### src/rtl/spi_master.sv
// Byte-wide mode-0 SPI master: one full-duplex 8-bit frame per start strobe,
// framed by ce0 with a guaranteed ce0-high gap before the done pulse.
module spi_master #(
    parameter int CLK_DIV = 4
) (
    input  logic       clk,
    input  logic       rst,
    input  logic       start,
    input  logic [7:0] tx_data,
    output logic       busy,
    output logic       done,
    output logic [7:0] rx_data,
    output logic       sclk,
    output logic       mosi,
    output logic       ce0,
    input  logic       miso
);
    localparam int CW = $clog2(CLK_DIV);
    localparam logic [CW-1:0] RELOAD = CW'(CLK_DIV - 1);

    typedef enum logic [2:0] {IDLE, SETUP, SHIFT, HOLD, GAP} state_t;

    state_t        state_q, state_d;
    logic [CW-1:0] cnt_q;
    logic [2:0]    bit_q;
    logic          sclk_q;
    logic          done_q;
    logic [7:0]    rx_q;
    logic [7:0]    tx_sr;
    logic [7:0]    rx_sr;
    logic          load, rise, fall, finish, reload;
    logic          phase_end;
    logic          frame_on;

    assign phase_end = (cnt_q == '0);

    always_ff @(posedge clk) begin
        if (rst) state_q <= IDLE;
        else     state_q <= state_d;
    end

    always_comb begin
        state_d = state_q;
        load    = 1'b0;
        rise    = 1'b0;
        fall    = 1'b0;
        finish  = 1'b0;
        reload  = 1'b0;
        case (state_q)
            IDLE: begin
                if (start) begin
                    state_d = SETUP;
                    load    = 1'b1;
                    reload  = 1'b1;
                end
            end
            SETUP: begin
                if (phase_end) begin
                    state_d = SHIFT;
                    rise    = 1'b1;
                    reload  = 1'b1;
                end
            end
            SHIFT: begin
                // Each phase end either drops sclk, or after the last low
                // half-period moves to HOLD instead of raising it again.
                if (phase_end) begin
                    reload = 1'b1;
                    if (sclk_q)             fall    = 1'b1;
                    else if (bit_q == 3'd7) state_d = HOLD;
                    else                    rise    = 1'b1;
                end
            end
            HOLD: begin
                if (phase_end) begin
                    state_d = GAP;
                    reload  = 1'b1;
                end
            end
            GAP: begin
                if (phase_end) begin
                    state_d = IDLE;
                    finish  = 1'b1;
                end
            end
            default: state_d = IDLE;
        endcase
    end

    always_ff @(posedge clk) begin
        if (rst) begin
            cnt_q  <= '0;
            bit_q  <= 3'd0;
            sclk_q <= 1'b0;
            done_q <= 1'b0;
            rx_q   <= 8'h00;
        end else begin
            if (reload)             cnt_q <= RELOAD;
            else if (!phase_end)    cnt_q <= cnt_q - CW'(1);
            if (load)               bit_q <= 3'd0;
            else if (rise && state_q == SHIFT) bit_q <= bit_q + 3'd1;
            if (rise)               sclk_q <= 1'b1;
            else if (fall)          sclk_q <= 1'b0;
            done_q <= finish;
            if (finish)             rx_q <= rx_sr;
        end
    end

    // tx keeps tx[0] in its MSB after the last falling edge so mosi holds it.
    always_ff @(posedge clk) begin
        if (load)                        tx_sr <= tx_data;
        else if (fall && bit_q != 3'd7)  tx_sr <= {tx_sr[6:0], 1'b0};
        if (rise)                        rx_sr <= {rx_sr[6:0], miso};
    end

    assign frame_on = (state_q == SETUP) || (state_q == SHIFT) || (state_q == HOLD);
    assign ce0      = ~frame_on;
    assign mosi     = frame_on & tx_sr[7];
    assign sclk     = sclk_q;
    assign busy     = (state_q != IDLE);
    assign done     = done_q;
    assign rx_data  = rx_q;
endmodule

### config.mk
export PLATFORM = sky130hd
export DESIGN_NAME = spi_master
export DESIGN_NICKNAME = d
export VERILOG_FILES = /design/src/rtl/spi_master.sv
export SDC_FILE = /design/constraint.sdc
export NUM_CORES = 1
export LEC_CHECK = 0
export CORE_AREA = 2 2 70 72
export CTS_CLUSTER_SIZE = 10
export DETAILED_ROUTE_END_ITERATION = 16
export DIE_AREA = 0 0 72 74
export PLACE_DENSITY = 0.51
export SLEW_MARGIN = 20
export SYNTH_ARGS = -nofsm -noshare
export SYNTH_HDL_FRONTEND = slang
export SYNTH_SLANG_ARGS = --single-unit
### constraint.sdc
create_clock -name clk -period 5.13 [get_ports clk]
set_input_delay 1.026 -clock clk [delete_from_list [all_inputs] [get_ports clk]]
set_output_delay 1.026 -clock clk [all_outputs]
set_load 0.1 [all_outputs]
==> impl_metrics.toml, run 1 <==
[global_routing]
maximum_number_of_pins_on_one_net_before_global_route_repair = 17
grt.overflow.total = 0
grt_antenna_before_repair = 0
grt_pass1_vias = 977
gr-usage-all-layers_pct = 11.0
first_pass_grt_wire_length_um = 4370

[final_layout]
flow.area_growth_from_synthesis_pct = 25.8
num_antenna_cells = 0
post_route_cells_drive_above_1_share_pct = 14.5
design_area_um2 = 1820
final_nets = 166
fillers = 442

[hold_path]
worstHoldPathType = "flop to flop"
hold_depth = 2
timing.hold.worst.start = "rx_data[5]$_SDFFE_PP0P_"
min_delay_endpoint = "rx_data[5]$_SDFFE_PP0P_"

[timing]
worstMarginPinSlew_ns = 0.973
timing.final.max_slew_violations = 0
period_minus_slack_ns = 3.42
timing.final.hold_violations = 0
skew_ns = 0.00657
rsz0062_at_grt = "false"
max_slew_margin_pct = 34.9
fmax_ghz = 0.292
min_period_over_period_pct = 66.7
totalNegativeSetupSlack_ns = 0
setup_viol = 0

[setup_path]
regToRegSetupSlack_ns = 3.17
crit_path_max_fanout = 14
reg2reg_to = "rx_sr[1]$_DFFE_PP_"
crit_arrival_ns = 2.39
cell_type_group_with_the_largest_total_delay_on_the_critical_path = "buffers and inverters"
cpMaxStageDelayCell = "sky130_fd_sc_hd__clkdlybuf4s50_1"
element_type_at_the_critical_path_start = "flop"
biggest_cell_delay_along_the_critical_path_ns = 1.12
reg2reg_depth = 5
number_of_buffer_and_inverter_stages_on_the_critical_path = 1
end_kind = "primary output"
rr_startpoint = "bit_q[0]$_SDFFE_PP0P_"
timing.critical_path.depth = 3
critical_path_class = "flop to primary output"
critical_path.cell_chain = "o21ba_2 > and2_1 > clkdlybuf4s50_1"
cp_data_required_time_ns = 4.10

[pwr]
report.power.total_mw = 0.814
p_leak_nw = 0.632
p_per_area_nw_per_um2 = 447
worst_voltage_drop_across_the_vdd_grid_v = 0.000231

[cts]
clk_root_buffer_cell = "sky130_fd_sc_hd__clkbuf_8"
clk-insertion-delay-late_ns = 0.28
htreeDepth = 2
post_cts_resized = 0
postCtsHoldBufs = 0
clock_tree_from_tritoncts = "yes"
numCtsBuffers = 5
clk_transition_reported_paths_ns = 0.07
post_cts.repair.setup_buffers = 0
clock-sinks = 34
max-clock-path-buffers = 2

[yosys]
ys.flop_type = "sky130_fd_sc_hd__dfxtp_1"
yosys-top-cells-area = "sky130_fd_sc_hd__edfxtp_1 (33%), sky130_fd_sc_hd__dfxtp_1 (25%), sky130_fd_sc_hd__mux2_2 (5.4%), sky130_fd_sc_hd__nand2_1 (4.9%), sky130_fd_sc_hd__a21oi_1 (4.5%)"
synthCells = 128
ys_seq_area_share_pct = 58.1
synth-seq-cells = 34
synth_most_common_cell = "sky130_fd_sc_hd__nand2_1"
yosys.area.top_type = "sky130_fd_sc_hd__edfxtp_1"
syn_nets = 143
synth_cell_type_count = 34
syn_area_per_cell_um2 = 11.3
post_synth_instance_area_um2 = 1450
synth-edff-count = 16
synth-warning-count = 0
synth_top_area_share_pct = 33.2
synth_top_cells_by_count = "sky130_fd_sc_hd__nand2_1 (19), sky130_fd_sc_hd__dfxtp_1 (18), sky130_fd_sc_hd__edfxtp_1 (16)"
synth-async-reset-ratio_pct = 0

[routing]
ant_nets = 0
detail_route.first_pass.iterations = 3
remaining_design_rule_violation_count = 0
post_drt_wl_per_cell_um = 12.5
via_per_inst = 4.79
drt_wl_total_um = 2580
dr.first_iter.drc_count = 47
vias = 986

[die]
dieHeight_um = 74
initial_core_util_pct = 31.5
die_width_um = 72
placement_rows = 25
fp.coreArea_um2 = 4600
io_pins = 25
floorplan.die_area_um2 = 5330

[outcome]
outcome = "completed"

[placed_design]
io_buffers = 24
place.detailed.hpwl_um = 1820
routabilityCongestion = 0.765
dpl-instance-area_um2 = 1710

[run]
maxCapViolations = 0
per-layer routing:
metal / track usage [%] / vias up / part of all wire, %
met5: 0 / - / 0
met4: 5.45 / 0 / 1.8
met3: 4.74 / 6 / 5.5
met2: 17.3 / 22 / 46
met1: 13.0 / 454 / 46
li1: - / 504 / -
layout by cell type, fill, tap and decap left out, types with 2 or more instances in the layout:
cell | netlist | final
sky130_fd_sc_hd__a21oi_1 | 13 | 13
sky130_fd_sc_hd__a311oi_1 | 2 | 2
sky130_fd_sc_hd__and2_1 | 2 | 2
sky130_fd_sc_hd__and4bb_2 | 2 | 2
sky130_fd_sc_hd__clkbuf_8 | 0 | 5
sky130_fd_sc_hd__clkdlybuf4s50_1 | 0 | 24
sky130_fd_sc_hd__clkinv_2 | 0 | 2
sky130_fd_sc_hd__dfxtp_1 | 18 | 18
sky130_fd_sc_hd__edfxtp_1 | 16 | 16
sky130_fd_sc_hd__ha_1 | 3 | 3
sky130_fd_sc_hd__inv_1 | 4 | 4
sky130_fd_sc_hd__mux2_2 | 7 | 7
sky130_fd_sc_hd__nand2_1 | 19 | 19
sky130_fd_sc_hd__nand3_1 | 2 | 2
sky130_fd_sc_hd__nand4bb_1 | 2 | 2
sky130_fd_sc_hd__nor2_1 | 6 | 6
sky130_fd_sc_hd__nor3_1 | 3 | 3
sky130_fd_sc_hd__o21ai_0 | 4 | 4
sky130_fd_sc_hd__or2_2 | 2 | 2
sky130_fd_sc_hd__or3_1 | 2 | 2
worst reg2reg max path, delay by kind of cell, from the launching register on:
family                   cells  cell delay, ns
AND/OR/NAND/NOR              2            0.72
flip-flops                   1            0.33
multiplexers                 1            0.10
adder cells (fa/ha/maj)      2            0.45
final cells by class:
type                       instances  area (um2)  share of cell area, %
clock buffer                       5        68.8                   3.78
clock inverter                     3        40.0                   2.20
inverter                           4        15.0                  0.825
multi-input combinational         82         548                   30.1
sequential                        34         841                   46.2
tap                               54        67.6                   3.71
timing repair buffer              24         240                   13.2
power by group:
part	leakage (nW)	internal (mW)	switching [mW]
Clock	0.0579	0.143	0.0930
Sequential	0.296	0.329	0.0281
Combinational	0.278	0.0771	0.144
Total	0.632	0.549	0.265
cells by family after synthesis:
group	count (synthesis)	share of synthesized area [%]
AO/OA/AOI/OAI	24	10.0
XOR/XNOR	1	0.605
adder cells (fa/ha/maj)	3	2.59
buffers and inverters	12	4.06
flip-flops	34	58.1
multiplexers	8	6.14
AND/OR/NAND/NOR	46	18.5
registers in the layout, summed over array words and instances (netlist names):
signal   cells
tx_sr        8
bit_q        3
rx_sr        8
cnt_q        2
state_q      3
done         1
rx_data      8
sclk         1
worst max path at each step:
| stage | start | end | slack [ns] |
|---|---|---|---|
| 2_1_floorplan | state_q[1]$_SDFFE_PP0P_ | mosi | 2.59 |
| 3_3_place_gp | state_q[1]$_SDFFE_PP0P_ | mosi | 2.04 |
| 3_5_place_dp | state_q[1]$_SDFFE_PP0P_ | mosi | 2.02 |
| 4_1_cts | state_q[1]$_SDFFE_PP0P_ | mosi | 1.69 |
| 5_1_grt | state_q[1]$_SDFFE_PP0P_ | mosi | 1.57 |
| 6_report | state_q[1]$_SDFFE_PP0P_ | mosi | 1.71 |
through the flow:
stage,util (%),setup WS [ns],hold slack (ns),cells
CTS,39.6,1.69,0.453,206
finish,39.6,1.71,0.456,206
floorplan,-,2.59,0.426,128
detailed placement,37.2,2.02,0.439,198
global route,39.6,1.57,0.469,206
global placement,37.2,2.04,0.430,198
Note: power is estimated with default switching activity, not from simulation.
==> run 2: changes to the inputs <==
--- a/config.mk
+++ b/config.mk
@@ -9,7 +9,7 @@
 export CTS_CLUSTER_SIZE = 10
 export DETAILED_ROUTE_END_ITERATION = 16
 export DIE_AREA = 0 0 72 74
-export PLACE_DENSITY = 0.51
+export PLACE_DENSITY = 0.52
 export SLEW_MARGIN = 20
 export SYNTH_ARGS = -nofsm -noshare
 export SYNTH_HDL_FRONTEND = slang
==> constraint.sdc (replaced) <==
create_clock -name clk -period 2.9 [get_ports clk]
set_input_delay 0.58 -clock clk [delete_from_list [all_inputs] [get_ports clk]]
set_output_delay 0.58 -clock clk [all_outputs]
set_load 0.1 [all_outputs]
==> run 2 against run 1 <==
First-iteration DRC count grew 11%. Global-route usage rose by 0.47 points. Die area stayed put. Via count grew 1.2%. Clock skew decreased by 0.0031 ns. Worst setup slack worse by 0.99 ns. Clock power rose by 83%. Combinational power is 76% higher. Non-clock buffer count grew 1. Final cell count increased by 0.49%. Total power increased by 78%. Clock-buffer cell count unchanged. Largest power group unchanged. Highest routed layer unchanged.
==> impl_metrics.toml, run 2 (synthesized netlist as in run 1, its figures left out) <==
[outcome]
outcome = "completed"

[routing]
via_per_inst = 4.82
drt_wl_total_um = 2700
vias = 998
ant_nets = 0
post_drt_wl_per_cell_um = 13.0
dr.first_iter.drc_count = 52
remaining_design_rule_violation_count = 0
detail_route.first_pass.iterations = 4

[timing]
setup_viol = 0
period_minus_slack_ns = 2.18
min_period_over_period_pct = 75.1
holdWs_ns = 0.448
max_slew_margin_pct = 53.4
timing.final.max_slew_violations = 0
timing.final.hold_violations = 0
rsz0062_at_grt = "false"
skew_ns = 0.00348
fmax_ghz = 0.459
worstMarginPinSlew_ns = 0.696
totalNegativeSetupSlack_ns = 0

[setup_path]
crit_path_max_fanout = 14
cell_type_group_with_the_largest_total_delay_on_the_critical_path = "flip-flops"
crit_arrival_ns = 1.60
biggest_cell_delay_along_the_critical_path_ns = 0.63
timing.critical_path.depth = 3
critical_path_class = "flop to primary output"
end_kind = "primary output"
element_type_at_the_critical_path_start = "flop"
cp_data_required_time_ns = 2.32
rr_startpoint = "bit_q[0]$_SDFFE_PP0P_"
reg2reg_depth = 5
cpMaxStageDelayCell = "sky130_fd_sc_hd__dfxtp_1"
critical_path.cell_chain = "o21ba_2 > and2_1 > buf_4"
number_of_buffer_and_inverter_stages_on_the_critical_path = 1
worstSetupStartpoint = "state_q[1]$_SDFFE_PP0P_"

[die]
die_width_um = 72
fp.coreArea_um2 = 4600
initial_core_util_pct = 31.5
floorplan.die_area_um2 = 5330
placement_rows = 25
dieHeight_um = 74
io_pins = 25

[cts]
clk_transition_reported_paths_ns = 0.07
post_cts_resized = 0
clk-insertion-delay-late_ns = 0.28
clock-sinks = 34
max-clock-path-buffers = 2
numCtsBuffers = 5
clock_tree_from_tritoncts = "yes"
htreeDepth = 2
post_cts.repair.setup_buffers = 0
postCtsHoldBufs = 0
clk_root_buffer_cell = "sky130_fd_sc_hd__clkbuf_8"

[final_layout]
multi_input_comb_area_um2 = 548
flow.area_growth_from_synthesis_pct = 24.3
fillers = 449
final_nets = 167
post_route_cells_drive_above_1_share_pct = 23.5
num_antenna_cells = 0
layout_common_cells = "sky130_fd_sc_hd__nand2_1 (19), sky130_fd_sc_hd__dfxtp_1 (18), sky130_fd_sc_hd__edfxtp_1 (16), sky130_fd_sc_hd__buf_4 (14), sky130_fd_sc_hd__a21oi_1 (13)"
layout.cells.most_common = "sky130_fd_sc_hd__nand2_1"
area.sequential_um2 = 841
final_cells = 207

[global_routing]
grt.overflow.total = 0
grt_pass1_vias = 1018
maximum_number_of_pins_on_one_net_before_global_route_repair = 17
grt_antenna_before_repair = 0
first_pass_grt_wire_length_um = 4600
gr-usage-all-layers_pct = 11.5

[placed_design]
io_buffers = 24
routabilityCongestion = 0.716
place.detailed.hpwl_um = 1880
place_inst = 199

[pwr]
worst_voltage_drop_across_the_vdd_grid_v = 0.000560
p_per_area_nw_per_um2 = 808
p_leak_nw = 0.657
report.power.total_mw = 1.45

[hold_path]
worstHoldPathType = "flop to flop"
timing.hold.worst.start = "rx_sr[2]$_DFFE_PP_"
hold_depth = 0

[run]
maxCapViolations = 0
run 2: cell types whose count changed in the layout (fill, tap and decap cells not counted):
cell                              change
sky130_fd_sc_hd__buf_4               +14
sky130_fd_sc_hd__clkdlybuf4s50_1     -13
sky130_fd_sc_hd__clkinv_2             -2
sky130_fd_sc_hd__clkinvlp_4           +1
sky130_fd_sc_hd__inv_4                +1
run 2: report_power, final:
part / total [mW] / internal [mW] / leakage, nW / switching [mW]
registers: 0.632 / 0.583 / 0.296 / 0.0492
logic: 0.390 / 0.133 / 0.306 / 0.256
clock network: 0.432 / 0.256 / 0.0547 / 0.176
total: 1.45 / 0.972 / 0.657 / 0.482
run 2: final timing paths:
check / to / slack (ns)
hold reg to reg: rx_sr[3]$_DFFE_PP_ / 0.45
setup reg to reg: rx_sr[0]$_DFFE_PP_ / 0.97
hold / removal: rx_sr[3]$_DFFE_PP_ / 0.45
setup / recovery: mosi / 0.72
run 2: worst reg2reg max path, stage by stage (launching register included):
cell	delay, ns
sky130_fd_sc_hd__dfxtp_1	0.33
sky130_fd_sc_hd__ha_1	0.20
sky130_fd_sc_hd__ha_1	0.24
sky130_fd_sc_hd__nor3_1	0.15
sky130_fd_sc_hd__mux2i_1	0.09
sky130_fd_sc_hd__nor2_1	0.55
run 2: cell type report:
| cell class | instances | area share (%) |
|---|---|---|
| Sequential cell | 34 | 46.7 |
| Clock buffer | 5 | 3.82 |
| Inverter | 4 | 0.834 |
| Tap cell | 54 | 3.76 |
| Clock inverter | 3 | 2.43 |
| Multi-Input combinational cell | 82 | 30.5 |
| Timing Repair Buffer | 25 | 12.0 |
run 2: through the flow:
| stage | cell area [um2] | utilization, % | setup WS [ns] |
|---|---|---|---|
| global route | 1800 | 39.1 | 0.607 |
| CTS | 1800 | 39.1 | 0.710 |
| detailed placement | 1690 | 36.7 | 0.812 |
| global placement | 1690 | 36.7 | 0.804 |
| finish | 1800 | 39.1 | 0.722 |
| floorplan | 1450 | - | 0.811 |
run 2: per-layer routing:
| layer | share of wire, % | wire length (um) | global-route usage [%] | vias up |
|---|---|---|---|---|
| li1 | - | - | - | 502 |
| met1 | 46 | 1230 | 13.3 | 470 |
| met2 | 48 | 1290 | 18.5 | 22 |
| met3 | 5.3 | 144 | 4.61 | 4 |
| met4 | 1.1 | 31 | 5.66 | 0 |
| met5 | 0 | 0 | 0 | - |
==> run 3: changes to the inputs <==
--- a/config.mk
+++ b/config.mk
@@ -9,7 +9,7 @@
 export CTS_CLUSTER_SIZE = 10
 export DETAILED_ROUTE_END_ITERATION = 16
 export DIE_AREA = 0 0 72 74
-export PLACE_DENSITY = 0.52
+export PLACE_DENSITY = 0.51
 export SLEW_MARGIN = 20
 export SYNTH_ARGS = -nofsm -noshare
 export SYNTH_HDL_FRONTEND = slang
==> constraint.sdc (replaced) <==
create_clock -name clk -period 2.2 [get_ports clk]
set_input_delay 0.44 -clock clk [delete_from_list [all_inputs] [get_ports clk]]
set_output_delay 0.44 -clock clk [all_outputs]
set_load 0.1 [all_outputs]
==> run 3 against run 2 <==
Global-route usage is 0.57 points higher. Via count increased by 4.3%. Total power rose by 30%. Worst setup slack worse by 0.46 ns. Clock power grew 8.6%. Combinational power up 51%. Clock skew is 0.00099 ns lower. Sequential power grew 31%. Worst hold slack improved by 0.0026 ns. Largest cell class unchanged.
==> impl_metrics.toml, run 3 (synthesized netlist as in run 1, its figures left out) <==
[final_layout]
final_cells = 210
num_antenna_cells = 0
multi_input_comb_area_um2 = 548
final_nets = 170
fillers = 448
post_route_cells_drive_above_1_share_pct = 24.4
layout.cells.most_common = "sky130_fd_sc_hd__nand2_1"
layout_common_cells = "sky130_fd_sc_hd__nand2_1 (19), sky130_fd_sc_hd__dfxtp_1 (18), sky130_fd_sc_hd__edfxtp_1 (16), sky130_fd_sc_hd__buf_4 (14), sky130_fd_sc_hd__a21oi_1 (13)"
area.sequential_um2 = 841
flow.area_growth_from_synthesis_pct = 27.0

[routing]
vias = 1041
via_per_inst = 4.96
ant_nets = 0
detail_route.first_pass.iterations = 4
post_drt_wl_per_cell_um = 13.3
drt_wl_total_um = 2790
dr.first_iter.drc_count = 69
remaining_design_rule_violation_count = 0

[timing]
worstMarginPinSlew_ns = 0.463
min_period_over_period_pct = 88.2
totalNegativeSetupSlack_ns = 0
max_slew_margin_pct = 69.1
timing.final.hold_violations = 0
skew_ns = 0.00249
setup_viol = 0
period_minus_slack_ns = 1.94
fmax_ghz = 0.515
rsz0062_at_grt = "false"
timing.final.max_slew_violations = 0

[cts]
post_cts.repair.setup_buffers = 0
post_cts_resized = 0
htreeDepth = 2
clk-insertion-delay-late_ns = 0.28
clk_transition_reported_paths_ns = 0.07
clk_root_buffer_cell = "sky130_fd_sc_hd__clkbuf_8"
clock-sinks = 34
clock_tree_from_tritoncts = "yes"
numCtsBuffers = 5
postCtsHoldBufs = 0
max-clock-path-buffers = 2

[die]
dieHeight_um = 74
io_pins = 25
floorplan.die_area_um2 = 5330
placement_rows = 25
fp.coreArea_um2 = 4600
die_width_um = 72
initial_core_util_pct = 31.5

[placed_design]
place_inst = 202
io_buffers = 24
place.detailed.hpwl_um = 1960
routabilityCongestion = 0.747

[setup_path]
reg2reg_to = "tx_sr[7]$_DFFE_PP_"
worstSetupStartpoint = "state_q[0]$_SDFFE_PP0P_"
regToRegSetupSlack_ns = 0.44
crit_path_max_fanout = 14
worstSetupEndpoint = "mosi"
end_kind = "primary output"
rr_startpoint = "cnt_q[0]$_SDFFE_PP0P_"
reg2reg_depth = 4
critical_path_class = "flop to primary output"
cp_data_required_time_ns = 1.76
element_type_at_the_critical_path_start = "flop"
crit_arrival_ns = 1.50

[pwr]
sw_frac_of_total_pct = 33.7
power.combinational.fraction_pct = 31.2
power.net_switching_mw = 0.636
internal_power_mw = 1.25
power_frac_seq_pct = 44.0
p_leak_nw = 0.679
power.share.clock_pct = 24.9
p_per_area_nw_per_um2 = 1030
worst_voltage_drop_across_the_vdd_grid_v = 0.000579

[hold_path]
worstHoldPathType = "flop to flop"

[outcome]
outcome = "completed"

[global_routing]
grt_antenna_before_repair = 0
first_pass_grt_wire_length_um = 4910
grt_pass1_vias = 1052
gr-usage-all-layers_pct = 12.0
grt.overflow.total = 0
maximum_number_of_pins_on_one_net_before_global_route_repair = 15

[run]
maxCapViolations = 0
run 3: cell types whose count changed in the layout (fill, tap and decap cells not counted), sizes merged:
cell and delta:
clkinvlp -1, buf +3, clkinv +1, inv -1, bufinv -1, clkbuf +2
run 3: area by class of cell:
cell class	instances	area share (%)
inverters	4	0.817
clock buffers	7	4.70
flip-flops and latches	34	45.7
well taps	54	3.68
clock inverters	1	0.272
repair buffers	28	15.0
multi-input cells	82	29.8
run 3: metrics by stage:
| stage | utilization [%] | hold WS, ns | worst slack [ns] | area (um2) | power [mW] |
|---|---|---|---|---|---|
| floorplan | - | 0.426 | 0.251 | 1450 | 1.25 |
| global placement | 38.0 | 0.433 | 0.245 | 1750 | 1.42 |
| detailed placement | 38.0 | 0.434 | 0.246 | 1750 | 1.44 |
| CTS | 40.0 | 0.455 | 0.240 | 1840 | 1.91 |
| global route | 40.0 | 0.459 | 0.167 | 1840 | 1.99 |
| finish | 40.0 | 0.451 | 0.259 | 1840 | 1.89 |
run 3: how the worst min path moves through the flow:
stage	startpoint	to	slack (ns)	cells after the start
6_report	rx_sr[2]$_DFFE_PP_	rx_sr[3]$_DFFE_PP_	0.45	0
2_1_floorplan	rx_sr[0]$_DFFE_PP_	rx_sr[1]$_DFFE_PP_	0.43	0
5_1_grt	rx_sr[2]$_DFFE_PP_	rx_sr[3]$_DFFE_PP_	0.46	0
4_1_cts	rx_sr[2]$_DFFE_PP_	rx_sr[3]$_DFFE_PP_	0.46	0
3_5_place_dp	rx_sr[2]$_DFFE_PP_	rx_sr[3]$_DFFE_PP_	0.43	0
3_3_place_gp	rx_sr[2]$_DFFE_PP_	rx_sr[3]$_DFFE_PP_	0.43	0
run 3: power by group through the flow:
stage,Sequential [mW],Clock [mW],Combinational (mW)
after floorplan,0.870,0,0.381
after global placement,0.840,0,0.578
after detailed placement,0.841,0,0.594
after CTS,0.829,0.490,0.595
after global routing,0.840,0.520,0.634
final,0.829,0.469,0.588
run 3: per-layer routing:
metal | track usage, % | vias up | routed length, um
met4 | 4.40 | 0 | 38
met5 | 0 | - | 0
li1 | - | 510 | -
met1 | 14.8 | 500 | 1210
met3 | 4.07 | 5 | 164
met2 | 19.9 | 26 | 1380
run 3: worst max-delay path, stage by stage (launching register included):
cell and delay [ns]:
sky130_fd_sc_hd__dfxtp_1 0.61, sky130_fd_sc_hd__o21ba_2 0.24, sky130_fd_sc_hd__and2_1 0.19, sky130_fd_sc_hd__buf_12 0.18
